### src/rtl/uart_pkg.sv
// Shared types and helpers for the UART transmit path (and the future RX buffer).
package uart_pkg;

  localparam int OVERSAMPLE = 16;

  typedef enum logic [2:0] {
    IDLE,
    START,
    DATA,
    PARITY,
    STOP
  } tx_state_e;

  function automatic logic calc_parity(input logic [7:0] data, input logic odd);
    return odd ? ~^data : ^data;
  endfunction

endpackage

### src/rtl/uart_sync_fifo.sv
// Single-clock show-ahead FIFO: rdata_o always presents the head entry.
// Push when full and pop when empty are ignored; no same-cycle bypass.
module uart_sync_fifo
  import uart_pkg::*;
#(
  parameter int DEPTH = 16,
  parameter int WIDTH = 8,
  localparam int AW = $clog2(DEPTH),
  localparam int LW = AW + 1
) (
  input  logic             clk_i,
  input  logic             rst_i,
  input  logic             push_i,
  input  logic             pop_i,
  input  logic [WIDTH-1:0] wdata_i,
  output logic [WIDTH-1:0] rdata_o,
  output logic             full_o,
  output logic             empty_o,
  output logic [LW-1:0]    level_o
);

  logic [WIDTH-1:0] mem_q [DEPTH];
  logic [AW-1:0]    wr_ptr_q, wr_ptr_d;
  logic [AW-1:0]    rd_ptr_q, rd_ptr_d;
  logic [LW-1:0]    level_q, level_d;
  logic             push_ok, pop_ok;

  assign full_o  = (level_q == LW'(DEPTH));
  assign empty_o = (level_q == '0);
  assign level_o = level_q;
  assign rdata_o = mem_q[rd_ptr_q];

  assign push_ok = push_i & ~full_o;
  assign pop_ok  = pop_i & ~empty_o;

  // Pointers wrap naturally because DEPTH is a power of two.
  always_comb begin
    wr_ptr_d = push_ok ? wr_ptr_q + 1'b1 : wr_ptr_q;
    rd_ptr_d = pop_ok ? rd_ptr_q + 1'b1 : rd_ptr_q;
    level_d  = level_q;
    if (push_ok && !pop_ok) level_d = level_q + 1'b1;
    else if (!push_ok && pop_ok) level_d = level_q - 1'b1;
  end

  always_ff @(posedge clk_i or posedge rst_i) begin
    if (rst_i) begin
      wr_ptr_q <= '0;
      rd_ptr_q <= '0;
      level_q  <= '0;
    end else begin
      wr_ptr_q <= wr_ptr_d;
      rd_ptr_q <= rd_ptr_d;
      level_q  <= level_d;
    end
  end

  always_ff @(posedge clk_i) begin
    if (push_ok) mem_q[wr_ptr_q] <= wdata_i;
  end

endmodule

### src/rtl/uart_tx_fifo.sv
// Buffered UART transmitter: FIFO-fed, LSB-first, optional parity, 1/2 stop bits.
// Define UART_TX_BREAK_EN to add the break_i line-break input.
module uart_tx_fifo
  import uart_pkg::*;
#(
  parameter int FIFO_DEPTH = 16,
  parameter int LVL_W = $clog2(FIFO_DEPTH) + 1
) (
  input  logic             clk_i,
  input  logic             rst_i,
  input  logic             tx_en_i,
`ifdef UART_TX_BREAK_EN
  input  logic             break_i,
`endif
  input  logic             parity_en_i,
  input  logic             parity_odd_i,
  input  logic             two_stop_i,
  input  logic [15:0]      bauds_lim_i,
  input  logic             s_valid_i,
  input  logic [7:0]       s_data_i,
  output logic             s_ready_o,
  output logic             tx_o,
  output logic             busy_o,
  output logic [LVL_W-1:0] fifo_level_o,
  output logic             tx_done_o
);

  // Stream handshake: a byte transfers on any clock where s_valid_i && s_ready_o.
  tx_state_e   state_q, state_d;
  logic [15:0] baud_cnt_q, baud_cnt_d;
  logic [3:0]  tick_cnt_q, tick_cnt_d;
  logic [2:0]  bit_idx_q, bit_idx_d;
  logic [7:0]  shift_q, shift_d;
  logic        par_q, par_d;
  logic        two_stop_q, two_stop_d;

  logic        baud_tick, bit_end, stop_last, start_ok, baud_clr;
  logic        fifo_pop, fifo_empty, fifo_full;
  logic [7:0]  fifo_rdata;
  logic        brk_req, brk_hold;

  uart_sync_fifo #(
    .DEPTH (FIFO_DEPTH),
    .WIDTH (8)
  ) u_fifo (
    .clk_i   (clk_i),
    .rst_i   (rst_i),
    .push_i  (s_valid_i & s_ready_o),
    .pop_i   (fifo_pop),
    .wdata_i (s_data_i),
    .rdata_o (fifo_rdata),
    .full_o  (fifo_full),
    .empty_o (fifo_empty),
    .level_o (fifo_level_o)
  );

  assign s_ready_o = ~fifo_full;

`ifdef UART_TX_BREAK_EN
  logic brk_hold_q, brk_hold_d;

  assign brk_req  = break_i;
  assign brk_hold = brk_hold_q;

  // After break_i falls, one idle bit period of mark is sent before the next pop.
  always_comb begin
    brk_hold_d = brk_hold_q;
    if (state_q == IDLE) begin
      if (break_i) brk_hold_d = 1'b1;
      else if (bit_end) brk_hold_d = 1'b0;
    end
  end

  always_ff @(posedge clk_i or posedge rst_i) begin
    if (rst_i) brk_hold_q <= 1'b0;
    else       brk_hold_q <= brk_hold_d;
  end
`else
  assign brk_req  = 1'b0;
  assign brk_hold = 1'b0;
`endif

  assign baud_tick = tx_en_i & (baud_cnt_q == bauds_lim_i);
  assign bit_end   = baud_tick & (tick_cnt_q == 4'(OVERSAMPLE - 1));
  assign stop_last = (bit_idx_q[0] == two_stop_q);
  assign start_ok  = tx_en_i & ~fifo_empty & ~brk_req & (~brk_hold | bit_end);
  // Holding the divider at zero while idle makes every frame's start bit full length.
  assign baud_clr  = (state_q == IDLE) & (brk_req | ~brk_hold);

  always_comb begin
    state_d = state_q;
    unique case (state_q)
      IDLE:    if (start_ok) state_d = START;
      START:   if (bit_end) state_d = DATA;
      DATA:    if (bit_end && bit_idx_q == 3'd7) state_d = parity_en_i ? PARITY : STOP;
      PARITY:  if (bit_end) state_d = STOP;
      STOP:    if (bit_end && stop_last) state_d = IDLE;
      default: state_d = IDLE;
    endcase
  end

  always_ff @(posedge clk_i or posedge rst_i) begin
    if (rst_i) state_q <= IDLE;
    else       state_q <= state_d;
  end

  always_comb begin
    fifo_pop  = (state_q == IDLE) & start_ok;
    busy_o    = (state_q != IDLE);
    tx_done_o = (state_q == STOP) & bit_end & stop_last;
    tx_o      = 1'b1;
    unique case (state_q)
      IDLE:    tx_o = ~brk_req;
      START:   tx_o = 1'b0;
      DATA:    tx_o = shift_q[0];
      PARITY:  tx_o = par_q;
      STOP:    tx_o = 1'b1;
      default: tx_o = 1'b1;
    endcase
  end

  always_comb begin
    baud_cnt_d = baud_cnt_q;
    if (baud_clr) baud_cnt_d = '0;
    else if (baud_tick) baud_cnt_d = '0;
    else if (tx_en_i) baud_cnt_d = baud_cnt_q + 16'd1;

    tick_cnt_d = tick_cnt_q;
    if (state_d != state_q || baud_clr) tick_cnt_d = '0;
    else if (baud_tick) tick_cnt_d = tick_cnt_q + 4'd1;

    bit_idx_d = bit_idx_q;
    if (state_d != state_q) bit_idx_d = '0;
    else if (bit_end) bit_idx_d = bit_idx_q + 3'd1;

    shift_d    = shift_q;
    par_d      = par_q;
    two_stop_d = two_stop_q;
    if (fifo_pop) begin
      shift_d    = fifo_rdata;
      par_d      = calc_parity(fifo_rdata, parity_odd_i);
      two_stop_d = two_stop_i;
    end else if (state_q == DATA && bit_end) begin
      shift_d = {1'b0, shift_q[7:1]};
    end
  end

  always_ff @(posedge clk_i or posedge rst_i) begin
    if (rst_i) begin
      baud_cnt_q <= '0;
      tick_cnt_q <= '0;
      bit_idx_q  <= '0;
      shift_q    <= '0;
      par_q      <= 1'b0;
      two_stop_q <= 1'b0;
    end else begin
      baud_cnt_q <= baud_cnt_d;
      tick_cnt_q <= tick_cnt_d;
      bit_idx_q  <= bit_idx_d;
      shift_q    <= shift_d;
      par_q      <= par_d;
      two_stop_q <= two_stop_d;
    end
  end

endmodule

### config.mk
export PLATFORM = sky130hd
export DESIGN_NAME = uart_tx_fifo
export DESIGN_NICKNAME = d
export VERILOG_FILES = /design/src/rtl/uart_pkg.sv /design/src/rtl/uart_sync_fifo.sv /design/src/rtl/uart_tx_fifo.sv
export SDC_FILE = /design/constraint.sdc
export NUM_CORES = 1
export LEC_CHECK = 0
export ABC_AREA = 1
export BUFFER_PORTS_ARGS = -buffer_cell sky130_fd_sc_hd__buf_4
export CORE_MARGIN = 3
export CORE_UTILIZATION = 60
export CTS_BUF_LIST = sky130_fd_sc_hd__clkbuf_4 sky130_fd_sc_hd__clkbuf_8
export DETAILED_ROUTE_END_ITERATION = 16
export GPL_ROUTABILITY_DRIVEN = 0
export GPL_TIMING_DRIVEN = 0
export PLACE_DENSITY = 0.87
export SLEW_MARGIN = 20
export SYNTH_ARGS = -nofsm -noshare
export SYNTH_HDL_FRONTEND = slang
export SYNTH_HIERARCHICAL = 1
export SYNTH_SLANG_ARGS = --single-unit
### constraint.sdc
create_clock -name clk_i -period 4.24 [get_ports clk_i]
set_clock_uncertainty 0.15 [all_clocks]
set_input_delay 1.06 -clock clk_i [delete_from_list [all_inputs] [get_ports clk_i]]
set_output_delay 1.06 -clock clk_i [all_outputs]
set_load 0.03 [all_outputs]
-- Word-level counts from Yosys, hierarchy flattened
Memories as Yosys holds them, arrays and structs flattened.
Cells that the tools add are included.
- $add $sub $neg: 7
- equality and inequality tests: 10
- mux-type cells: 22
- bitwise logic cells: 11
- reductions and logical operators: 18
- operators by type and width (operator ; count):
    two-way mux 16 bit ; 3
    two-way mux 3 bit ; 8
    adder 16 x 1 -> 16 bit (second input constant) ; 1
    equality test 16 bit ; 1
    two-way mux 8 bit ; 2
    one-hot mux 3 bit (5 select lines) ; 1
    adder 4 x 1 -> 4 bit (second input constant) ; 3
    two-way mux 5 bit ; 2
    AND 1 bit ; 9
    two-way mux 4 bit ; 2
    nonzero test 2 bit ; 4
    XNOR reduction 8 bit ; 1
    XOR reduction 8 bit ; 1
    equality test 3 x 2 -> 1 bit (second input constant) ; 2
    equality test 3 bit (second input constant) ; 2
    nonzero test 3 bit ; 2
    adder 5 x 1 -> 5 bit (second input constant) ; 1
    equality test 5 bit (second input constant) ; 1
    logical AND 1 bit ; 5
    zero test 5 bit ; 1
    subtractor 5 x 1 -> 5 bit (second input constant) ; 1
    equality test 4 bit (second input constant) ; 1
    adder 3 x 1 -> 3 bit (second input constant) ; 1
    equality test 3 x 1 -> 1 bit (second input constant) ; 1
    8 further kinds ; 12
- flip-flop bits (word level): 49
- RAM bits: 128
- input port bits: 31
- output and inout port bits: 9
- word-level logic and storage cells: 79
- memories: 1
- memories (name ; depth ; bits a word ; rd ports ; clocked after memory_dff ; wr ports ; line ; source):
    u_fifo.mem_q ; 16 ; 8 ; 1 ; 0 ; 1 ; uart_sync_fifo.sv:22 ; logic [WIDTH-1:0] mem_q [DEPTH];

-- Longest topological paths before layout
Gate-level depths: netlist (run 1).
- depth after elaboration: 9
- depth in mapped cells: 16
- mapped depth without buffers: 16

-- By module
The synthesis (run 1) kept the hierarchy.
- by module, submodules not included (module ; instances ; cells each ; area each (um^2) ; seq. area each (um^2)):
    uart_sync_fifo ; 1 ; 621 ; 6222.2 ; 4169.0
    uart_tx_fifo ; 1 ; 353 ; 2474.9 ; 900.9

-- Worst setup path before layout (run 1)
No wires, ideal clock.
- path type: input-to-output
- start: in bauds_lim_i[4]
- end: out tx_done_o
- arrival: 2152 ps
- required time: 3030 ps
- slack: 878 ps
- cell stages on the path: 10
- buffers on the path: 0
- cells stage by stage: inv_1 -> nand2_1 -> nand2_2 -> nor2_1 -> nand2_1 -> nor2_1 -> nand3_1 -> nor2_1 -> nand2_1 -> nor2_1
- longest elaborated chain between the ends: 5
- RTL lines (element ; line ; source):
    from (decl) ; uart_tx_fifo.sv:18 ; input logic [15:0] bauds_lim_i,
    equality test 16 bit ; uart_tx_fifo.sv:83 ; assign baud_tick = tx_en_i & (baud_cnt_q == bauds_lim_i);
    AND 1 bit ; uart_tx_fifo.sv:83 ;
    AND 1 bit ; uart_tx_fifo.sv:84 ; assign bit_end = baud_tick & (tick_cnt_q == 4'(OVERSAMPLE - 1));
    AND 1 bit (2 in a row) ; uart_tx_fifo.sv:110 ; tx_done_o = (state_q == STOP) & bit_end & stop_last;
    to (decl) ; uart_tx_fifo.sv:25 ; output logic tx_done_o
No other way between the ends.

-- Final worst setup path (run 1)
- start: in bauds_lim_i[1]
- end: out tx_done_o
The elaborated chain is that of the path after synthesis.

==> results of run 1 <==
[per-layer routing]
layer | global-route usage | routed length [um] | up-vias
met5 | 0 | 0 | -
met4 | 0.112 | 599 | 0
met3 | 0.0488 | 1700 | 55
met2 | 0.417 | 9410 | 331
met1 | 0.327 | 7720 | 3067
li1 | - | - | 3227
[area by class of cell]
| cell class | count | share of cell area |
|---|---|---|
| clock buffers | 18 | 0.0251 |
| flip-flops and latches | 177 | 0.527 |
| clock inverters | 14 | 0.0179 |
| plain buffers | 25 | 0.0135 |
| inverters | 123 | 0.0481 |
| well taps | 180 | 0.0234 |
| repair buffers | 39 | 0.0304 |
| multi-input cells | 649 | 0.315 |
[per-stage QoR]
| step | total power, mW | utilization |
|---|---|---|
| 2_1_floorplan | 3.91 | - |
| 3_3_place_gp | 4.44 | 0.656 |
| 3_5_place_dp | 4.53 | 0.656 |
| 4_1_cts | 5.72 | 0.686 |
| 5_1_grt | 6.09 | 0.686 |
| 6_report | 5.75 | 0.686 |
[flip-flops by register name, indices dropped and copies added (netlist names)]
signal           count
u_fifo/rd_ptr_q      4
u_fifo/level_o       5
u_fifo/mem_q       128
baud_cnt_q          16
tick_cnt_q           4
state_q              3
par_q                1
two_stop_q           1
u_fifo/wr_ptr_q      4
shift_q              8
bit_idx_q            3
[layout by cell type, fill, tap and decap left out, drive strengths merged, types with 2 or more instances in the layout]
cell / count
nand2: 352
edfxtp: 128
inv: 128
nor2: 120
nand3: 75
buf: 58
dfrtp: 49
clkbuf: 24
ha: 13
a21oi: 13
xnor2: 12
xor2: 12
o21ai: 12
nand4: 11
nor3: 7
a31oi: 6
clkinv: 5
or2: 4
o22ai: 2
bufinv: 2
clkinvlp: 2
[kinds of logic after synthesis]
family	count (synthesis)
and+or+nand+nor	573
DFF	177
adders and majority gates	14
buffers and inverters	148
AOI/OAI and AO/OA	38
xor gates and xnor gates	24
[critical path, stage by stage]
cell and delay, ps:
buf_4 110, nand2_1 80, nand2_1 60, nor2_1 100
nand2_1 50, nor2_1 160, nand3_1 120, nor2_1 270
nand2_1 90, nor2_1 90, buf_4 160
[power breakdown]
part | switching, mW | total [mW] | internal (mW)
combinational | 1.52 | 2.30 | 0.781
clock | 0.637 | 1.19 | 0.551
sequential | 0.158 | 2.26 | 2.10
total | 2.32 | 5.75 | 3.43
[path summary, 6_finish.rpt]
check	endpoint	cells past startpoint
min in group asynchronous	u_fifo/level_o[3]	2
worst min register to register	shift_q[5]	2
worst max-delay path	tx_done_o	11
max in group asynchronous	shift_q[0]	2
worst min-delay path	shift_q[5]	2
worst max register to register	u_fifo/level_o[4]	15
==> results.txt, run 1 <==
----------------------------------------------------
[Synth]
  Synth Area in Simple Gates ... 0.276
  Netlist cell types ... 43
  Combinational family with the most area after synthesis ... simple AND/OR/NAND/NOR gates
  Parity-gate share of the synthesized area counting xor and xnor cells ... 0.0242
  Net count of the mapped netlist ... around 1,000
  Portion of the post-synthesis area used by sequential elements ... 0.583
  Cell type with the highest aggregate area in the netlist ... edfxtp_1
  Largest cells by area after synthesis ... edfxtp_1 44%, nand2_1 15%, dfrtp_1 14%
  Average size of a mapped cell ... a little under 9 um^2
  Syn. warnings ... 6
  Cell with the most instances after synthesis ... nand2_1
  Synthesis-stage register bit count ... about 180
  Share of the synthesized area in compound gates (AO/OA/AOI/OAI) ... 0.0276
  Synth Flop Type ... edfxtp_1
  Proportion of synthesized area in mux cells ... 0
  Adder-Cell Fraction of Synth Area ... 0.0210
  Synthesized netlist cell count ... 974
  Async set-reset flop share out of synthesis ... 0.277
  Fraction of post-synthesis cell area in the top cell type by area ... 0.442
  Post-synthesis instance area ... 8700 um^2
  Number of enable flip-flop cells after synthesis ... ~130
  Most instantiated cells after synthesis ... 346 x nand2_1, 128 x edfxtp_1, 114 x inv_1

[Finish]
  Area used by multi-input combinational logic ... 3030 um^2
  Filler-free cell count of the finished design ... between 1,000 and 1,500
  Design area ... between 9000 and 10,000 um^2
  Post-layout net count ... approximately 1,100
  Number of fillers in the final layout ... about 1,000
  Total inserted antenna cells ... 0
  Share of cells above drive strength 1 ... 0.120
  Synthesis-to-layout area growth ... 10.7%
  Register area ... roughly 5000 um^2

[Global route]
  Initial antenna violation count ... 0
  Vias in the first global route ... ~6,300
  Combined global-route utilization of all metal layers ... 0.252
  First-pass GRT wire length ... around 31,000 um
  Largest net degree at the start of global routing ... 37
  Total congestion overflow ... 0

[Timing]
  Rel. slew slack ... 0.492
  Period utilization ... 0.842
  Total setup violations reported at the end of the flow ... 0
  Worst path setup slack after routing ... around 670 ps
  Final Critical Period ... 3570 ps
  Smallest hold slack ... about 350 ps
  Fin. max-slew vios ... 0
  Measured slew at the worst slew-check pin ... roughly 760 ps
  Final hold viol count ... 0
  Maximum achievable frequency ... approximately 280 MHz
  Setup Total Neg Slack ... 0 ps
  Setup repair after global routing missed its margin ... false

[Worst setup path]
  Worst EP arrival ... between 2000 and 2500 ps
  Classification of the worst setup path ... in2out
  Required time of the worst setup path ... slightly above 3000 ps
  Source of the critical timing path ... bauds_lim_i[1]
  CP endpoint kind ... primary output
  Worst-case register-to-register setup slack ... 940 ps
  Reg-to-reg startpoint ... u_fifo/level_o[0]
  Largest fanout on the critical path ... 3
  Kind of launch point of the worst setup path ... input port

[Drt]
  Final ANT Viol Nets ... 0
  Number of design-rule violations left by the first detailed-router iteration ... between 500 and 600
  Post-detailed-routing wire length ... 19,400 um
  Mean number of vias per cell ... 5.45
  Total number of vias ... roughly 6,700
  Detailed-routing iteration count for the pre-antenna-repair pass ... 5
  Routed length per placed instance ... around 16 um
  DRC violation count after routing ... 0

[CTS]
  CTS clock-pin slew for the worst setup and hold paths ... about 100 ps
  CTS tree ... built
  Total clock sinks ... ~180
  Hold-fix buffers, CTS ... 0
  TritonCTS Buffers ... 17
  Clk root buf ... clkbuf_8
  Buffers inserted during post-CTS setup optimization ... 0
  Count of cells resized by post-cts repair ... 0
  Worst-skew pair later-pin latency ... 470 ps
  Deepest clock path buffer count ... 2
  CTS H-tree lvls ... 4

[Floorplanning]
  Die Height ... 126 um
  Area of the die ... 16,000 um^2
  Floorplan core area ... 14,000 um^2
  Std cell rows ... 43
  Io pins ... 40
  Chip width ... approximately 130 um
  Initial Utilization ... 0.619

[Placement]
  Count of input and output buffers ... 39
  Placed instance count ... 1,193
  Post-placement setup slack ... between 400 and 500 ps
  Cell area after placement ... slightly above 9000 um^2
  HPWL reported at the end of detailed placement ... ~13,000 um

[Pwr]
  Power density relative to cell area ... between 500 and 600 nW/um^2
  Leakage power ... about 4.4 nW
  Maximum resistive drop on vdd ... a little over 400 uV

[Outcome]
  Status ... complete, no violations

[Min path]
  Type of the most critical hold path ... reg2reg
  Worst Min Path Start ... shift_q[5]

[Flow run]
  # Max-Cap Violations ... 0

----------------------------------------------------
(Power assumes the default switching activity.)
==> inputs of run 2 (changes only) <==
--- a/config.mk
+++ b/config.mk
@@ -5,10 +5,10 @@
 export SDC_FILE = /design/constraint.sdc
 export NUM_CORES = 1
 export LEC_CHECK = 0
-export ABC_AREA = 1
+export ABC_AREA = 0
 export BUFFER_PORTS_ARGS = -buffer_cell sky130_fd_sc_hd__buf_4
 export CORE_MARGIN = 3
-export CORE_UTILIZATION = 60
+export CORE_UTILIZATION = 57
 export CTS_BUF_LIST = sky130_fd_sc_hd__clkbuf_4 sky130_fd_sc_hd__clkbuf_8
 export DETAILED_ROUTE_END_ITERATION = 16
 export GPL_ROUTABILITY_DRIVEN = 0
==> constraint.sdc (replaced) <==
create_clock -name clk_i -period 3.1 [get_ports clk_i]
set_clock_uncertainty 0.15 [all_clocks]
set_input_delay 0.775 -clock clk_i [delete_from_list [all_inputs] [get_ports clk_i]]
set_output_delay 0.775 -clock clk_i [all_outputs]
set_load 0.03 [all_outputs]
==> run 2 against run 1 <==
Net effect:
- the flow now finishes with violations (negative setup slack)
- synthesized cell count is 43% lower
- non-clock buffer count is 15 higher
- design area is 5.8% lower
- register-to-register slack worse by 940 ps
- via count is 24% lower
- cell count is 33% lower
- clock power is 28% higher
- total power is 17% higher
- count of clock-buffer cells in the layout stayed put
- combinational power is 7% lower
- critical path type is now reg2reg
- highest routed layer unchanged
==> results.txt, run 2 <==
----------------------------------------------------
[Outcome]
  Status ... complete, but fails checks
  Failing checks ... negative setup slack

[Synth]
  Netlist cell types ... 54 (+26%)
  Synthesized netlist cell count ... 558 (-43%)
  Largest cells by area after synthesis ... edfxtp_1 48%, dfrtp_1 15%, mux2i_1 5.2%
  Average size of a mapped cell ... 14.2 um^2 (+59%)
  Async set-reset flop share out of synthesis ... 0.277 (unchanged)
  Cell type with the highest aggregate area in the netlist ... edfxtp_1
  Synth Flop Type ... edfxtp_1
  Fraction of post-synthesis cell area in the top cell type by area ... 0.484 (+0.0421)
  Portion of the post-synthesis area used by sequential elements ... 0.638 (+0.0555)
  Number of enable flip-flop cells after synthesis ... 128 (unchanged)
  Post-synthesis instance area ... 7940 um^2 (-8.7%)
  Most instantiated cells after synthesis ... 128 x edfxtp_1, 49 x dfrtp_1, 42 x nand2_1
  Cell with the most instances after synthesis ... edfxtp_1
  Net count of the mapped netlist ... 603 (-41%)
  Synthesis-stage register bit count ... 177 (unchanged)
  Syn. warnings ... 6 (unchanged)

[Floorplanning]
  Chip width ... 124 um (-1.9%)
  Die Height ... 124 um (-1.9%)
  Io pins ... 40 (unchanged)
  Floorplan core area ... 13,500 um^2 (-4.2%)
  Area of the die ... 15,400 um^2 (-3.7%)
  Initial Utilization ... 0.590 (-0.0290)
  Std cell rows ... 42 (-2.3%)

[Global route]
  Combined global-route utilization of all metal layers ... 0.238 (-0.0145)
  First-pass GRT wire length ... 27,100 um (-13%)
  Vias in the first global route ... 5,129 (-19%)
  Total congestion overflow ... 0 (unchanged)
  Initial antenna violation count ... 0 (unchanged)
  Largest net degree at the start of global routing ... 37 (unchanged)

[Finish]
  Post-layout net count ... 675 (-37%)
  Max FFs per register ... 128 (unchanged)
  Most common cell after layout, fill and taps aside ... edfxtp_1
  Registers with the most flip-flops ... u_fifo/mem_q (128), baud_cnt_q (16), shift_q (8)
  Synthesis-to-layout area growth ... 14.2%
  Number of fillers in the final layout ... 921 (-10%)
  End-of-flow core utilization ... 0.674 (-0.0118)
  Share of cells above drive strength 1 ... 0.246 (+0.126)
  Commonest cells after routing, fill and taps aside ... 128 x edfxtp_1, 57 x buf_4, 46 x dfrtp_1
  Filler-free cell count of the finished design ... 819 (-33%)
  Top reg by flops ... u_fifo/mem_q
  Total inserted antenna cells ... 0 (unchanged)
  Design area ... 9070 um^2 (-5.8%)

[CTS]
  CTS tree ... built
  Total clock sinks ... 177 (unchanged)
  Worst-skew pair later-pin latency ... 470 ps (about the same)
  Clk root buf ... clkbuf_8
  CTS H-tree lvls ... 4 (unchanged)
  Deepest clock path buffer count ... 2 (unchanged)
  CTS clock-pin slew for the worst setup and hold paths ... 100 ps (about the same)
  TritonCTS Buffers ... 17 (unchanged)
  Hold-fix buffers, CTS ... 0 (unchanged)

[Drt]
  Final ANT Viol Nets ... 0 (unchanged)
  Post-detailed-routing wire length ... 17,100 um (-12%)
  DRC violation count after routing ... 0 (unchanged)
  Number of design-rule violations left by the first detailed-router iteration ... 480 (-12%)
  Detailed-routing iteration count for the pre-antenna-repair pass ... 6 (+1)
  Routed length per placed instance ... 20.9 um (+32%)
  Total number of vias ... 5,047 (-24%)
  Mean number of vias per cell ... 6.16 (+13%)

[Timing]
  Smallest hold slack ... 238 ps (-111 ps)
  Setup Total Neg Slack ... -3.84 ps (-3.84 ps)
  Rel. slew slack ... 0.441 (-0.0502)
  Final hold viol count ... 0 (unchanged)
  Total setup violations reported at the end of the flow ... 1 (+1)
  Fin. max-slew vios ... 0 (unchanged)
  Period utilization ... 1.00
  Worst path setup slack after routing ... -3.84 ps (-672 ps)
  Measured slew at the worst slew-check pin ... 835 ps (+75.0 ps)
  Final Critical Period ... 3100 ps
  Maximum achievable frequency ... 322 MHz
  Setup repair after global routing missed its margin ... true

[Pwr]
  Pwr Total ... 6.73 mW (+17%)
  Fraction of power consumed by combinational cells ... 0.317 (-0.084)
  Power density relative to cell area ... 742 nW/um^2 (+24%)
  Fraction of power spent switching nets ... 0.337 (-0.0664)
  Leakage power ... 3.49 nW (-21%)
  Net switching power figure ... 2.26 mW (-2.4%)
  Maximum resistive drop on vdd ... 612 uV (+50%)
  Clk network pwr share ... 0.225 (+0.019)
  Cell internal pwr ... 4.46 mW (+30%)
  Sequential share of power ... 0.458 (+0.065)

[Min path]
  Type of the most critical hold path ... in2async

[Worst setup path]
  Classification of the worst setup path ... reg2reg
  End of the worst register-to-register path ... u_fifo/level_o[4]
  Kind of launch point of the worst setup path ... flop
  Worst-case register-to-register setup slack ... -4 ps (-940 ps)
  Worst EP arrival ... 3340 ps (+980 ps)
  Largest fanout on the critical path ... 5 (+2)
  Required time of the worst setup path ... 3330 ps (+300 ps)
  Reg-to-reg startpoint ... u_fifo/level_o[1]
  CP endpoint kind ... flop
  Reg2Reg Depth ... 14 (-1)

[Placement]
  Placed instance count ... 773 (-35%)
  Count of input and output buffers ... 39 (unchanged)
  Post-placement setup slack ... -408 ps (-884 ps)
  HPWL reported at the end of detailed placement ... 11,700 um (-13%)
  Cell area after placement ... 8520 um^2 (-7.5%)

[Flow run]
  # Max-Cap Violations ... 0 (unchanged)

----------------------------------------------------
[run 2: final cells by class]
| class | count | area, um^2 | area share |
|---|---|---|---|
| flip-flops and latches | 177 | 5070 | 0.560 |
| clock inverters | 14 | 135 | 0.0149 |
| clock buffers | 18 | 248 | 0.0273 |
| well taps | 176 | 220 | 0.0243 |
| inverters | 13 | 51.3 | 0.00566 |
| repair buffers | 54 | 409 | 0.0451 |
| plain buffers | 25 | 176 | 0.0195 |
| multi-input cells | 342 | 2750 | 0.304 |
[run 2: worst max-delay path, stage by stage, from the launching register on]
cell,delay (ps)
dfrtp_2,430
or4_4,580
nor2_4,110
nand2b_4,130
or2_4,120
inv_2,50
o21a_1,120
inv_2,90
ha_4,150
inv_4,60
fa_2,330
a21o_1,170
a21oi_2,160
mux2i_1,230
xnor2_1,140
[run 2: cell families (layout without fill, tap and decap cells)]
group	Yosys count	after routing	synth area share
DFF	177	177	0.638
and+or+nand+nor	150	150	0.0950
AOI/OAI and AO/OA	72	72	0.0633
muxes	58	58	0.0985
xor gates and xnor gates	48	48	0.0529
buffers and inverters	39	124	0.0288
adders and majority gates	14	14	0.0230
[run 2: how the worst max path moves through the flow]
stage | from | to | slack, ps
after floorplan | u_fifo/level_o[1] | u_fifo/level_o[4] | -60
after global placement | u_fifo/level_o[1] | u_fifo/level_o[4] | -320
after detailed placement | u_fifo/level_o[1] | u_fifo/level_o[4] | -410
after CTS | u_fifo/level_o[0] | u_fifo/level_o[4] | -9
after global routing | u_fifo/level_o[1] | u_fifo/level_o[4] | -100
final | u_fifo/level_o[1] | u_fifo/level_o[4] | -4
[run 2: power by group through the flow]
stage	combinational [mW]	sequential (mW)	clock (mW)
3_5_place_dp	2.01	3.14	0
6_report	2.13	3.08	1.52
2_1_floorplan	1.44	3.14	0
5_1_grt	2.31	3.11	1.64
3_3_place_gp	1.91	3.11	0
4_1_cts	2.09	3.07	1.53
[run 2: layer usage]
| layer | track usage | wire [um] | part of all wire | up-vias |
|---|---|---|---|---|
| met3 | 0.0545 | 1260 | 0.074 | 48 |
| met2 | 0.387 | 8720 | 0.51 | 244 |
| met5 | 0 | 0 | 0 | - |
| li1 | - | - | - | 2230 |
| met1 | 0.315 | 6630 | 0.39 | 2525 |
| met4 | 0.0910 | 492 | 0.029 | 0 |
[run 2: timing repair]
| item | 4_1_cts | 5_1_grt |
|---|---|---|
| hold endpoints to repair | 0 | 0 |
| resized for setup | 10 | 5 |
| setup buffers | 11 | 4 |
| pin swaps | 11 | 8 |
| gates cloned | 0 | 0 |
| setup endpoints to repair | 5 | 3 |
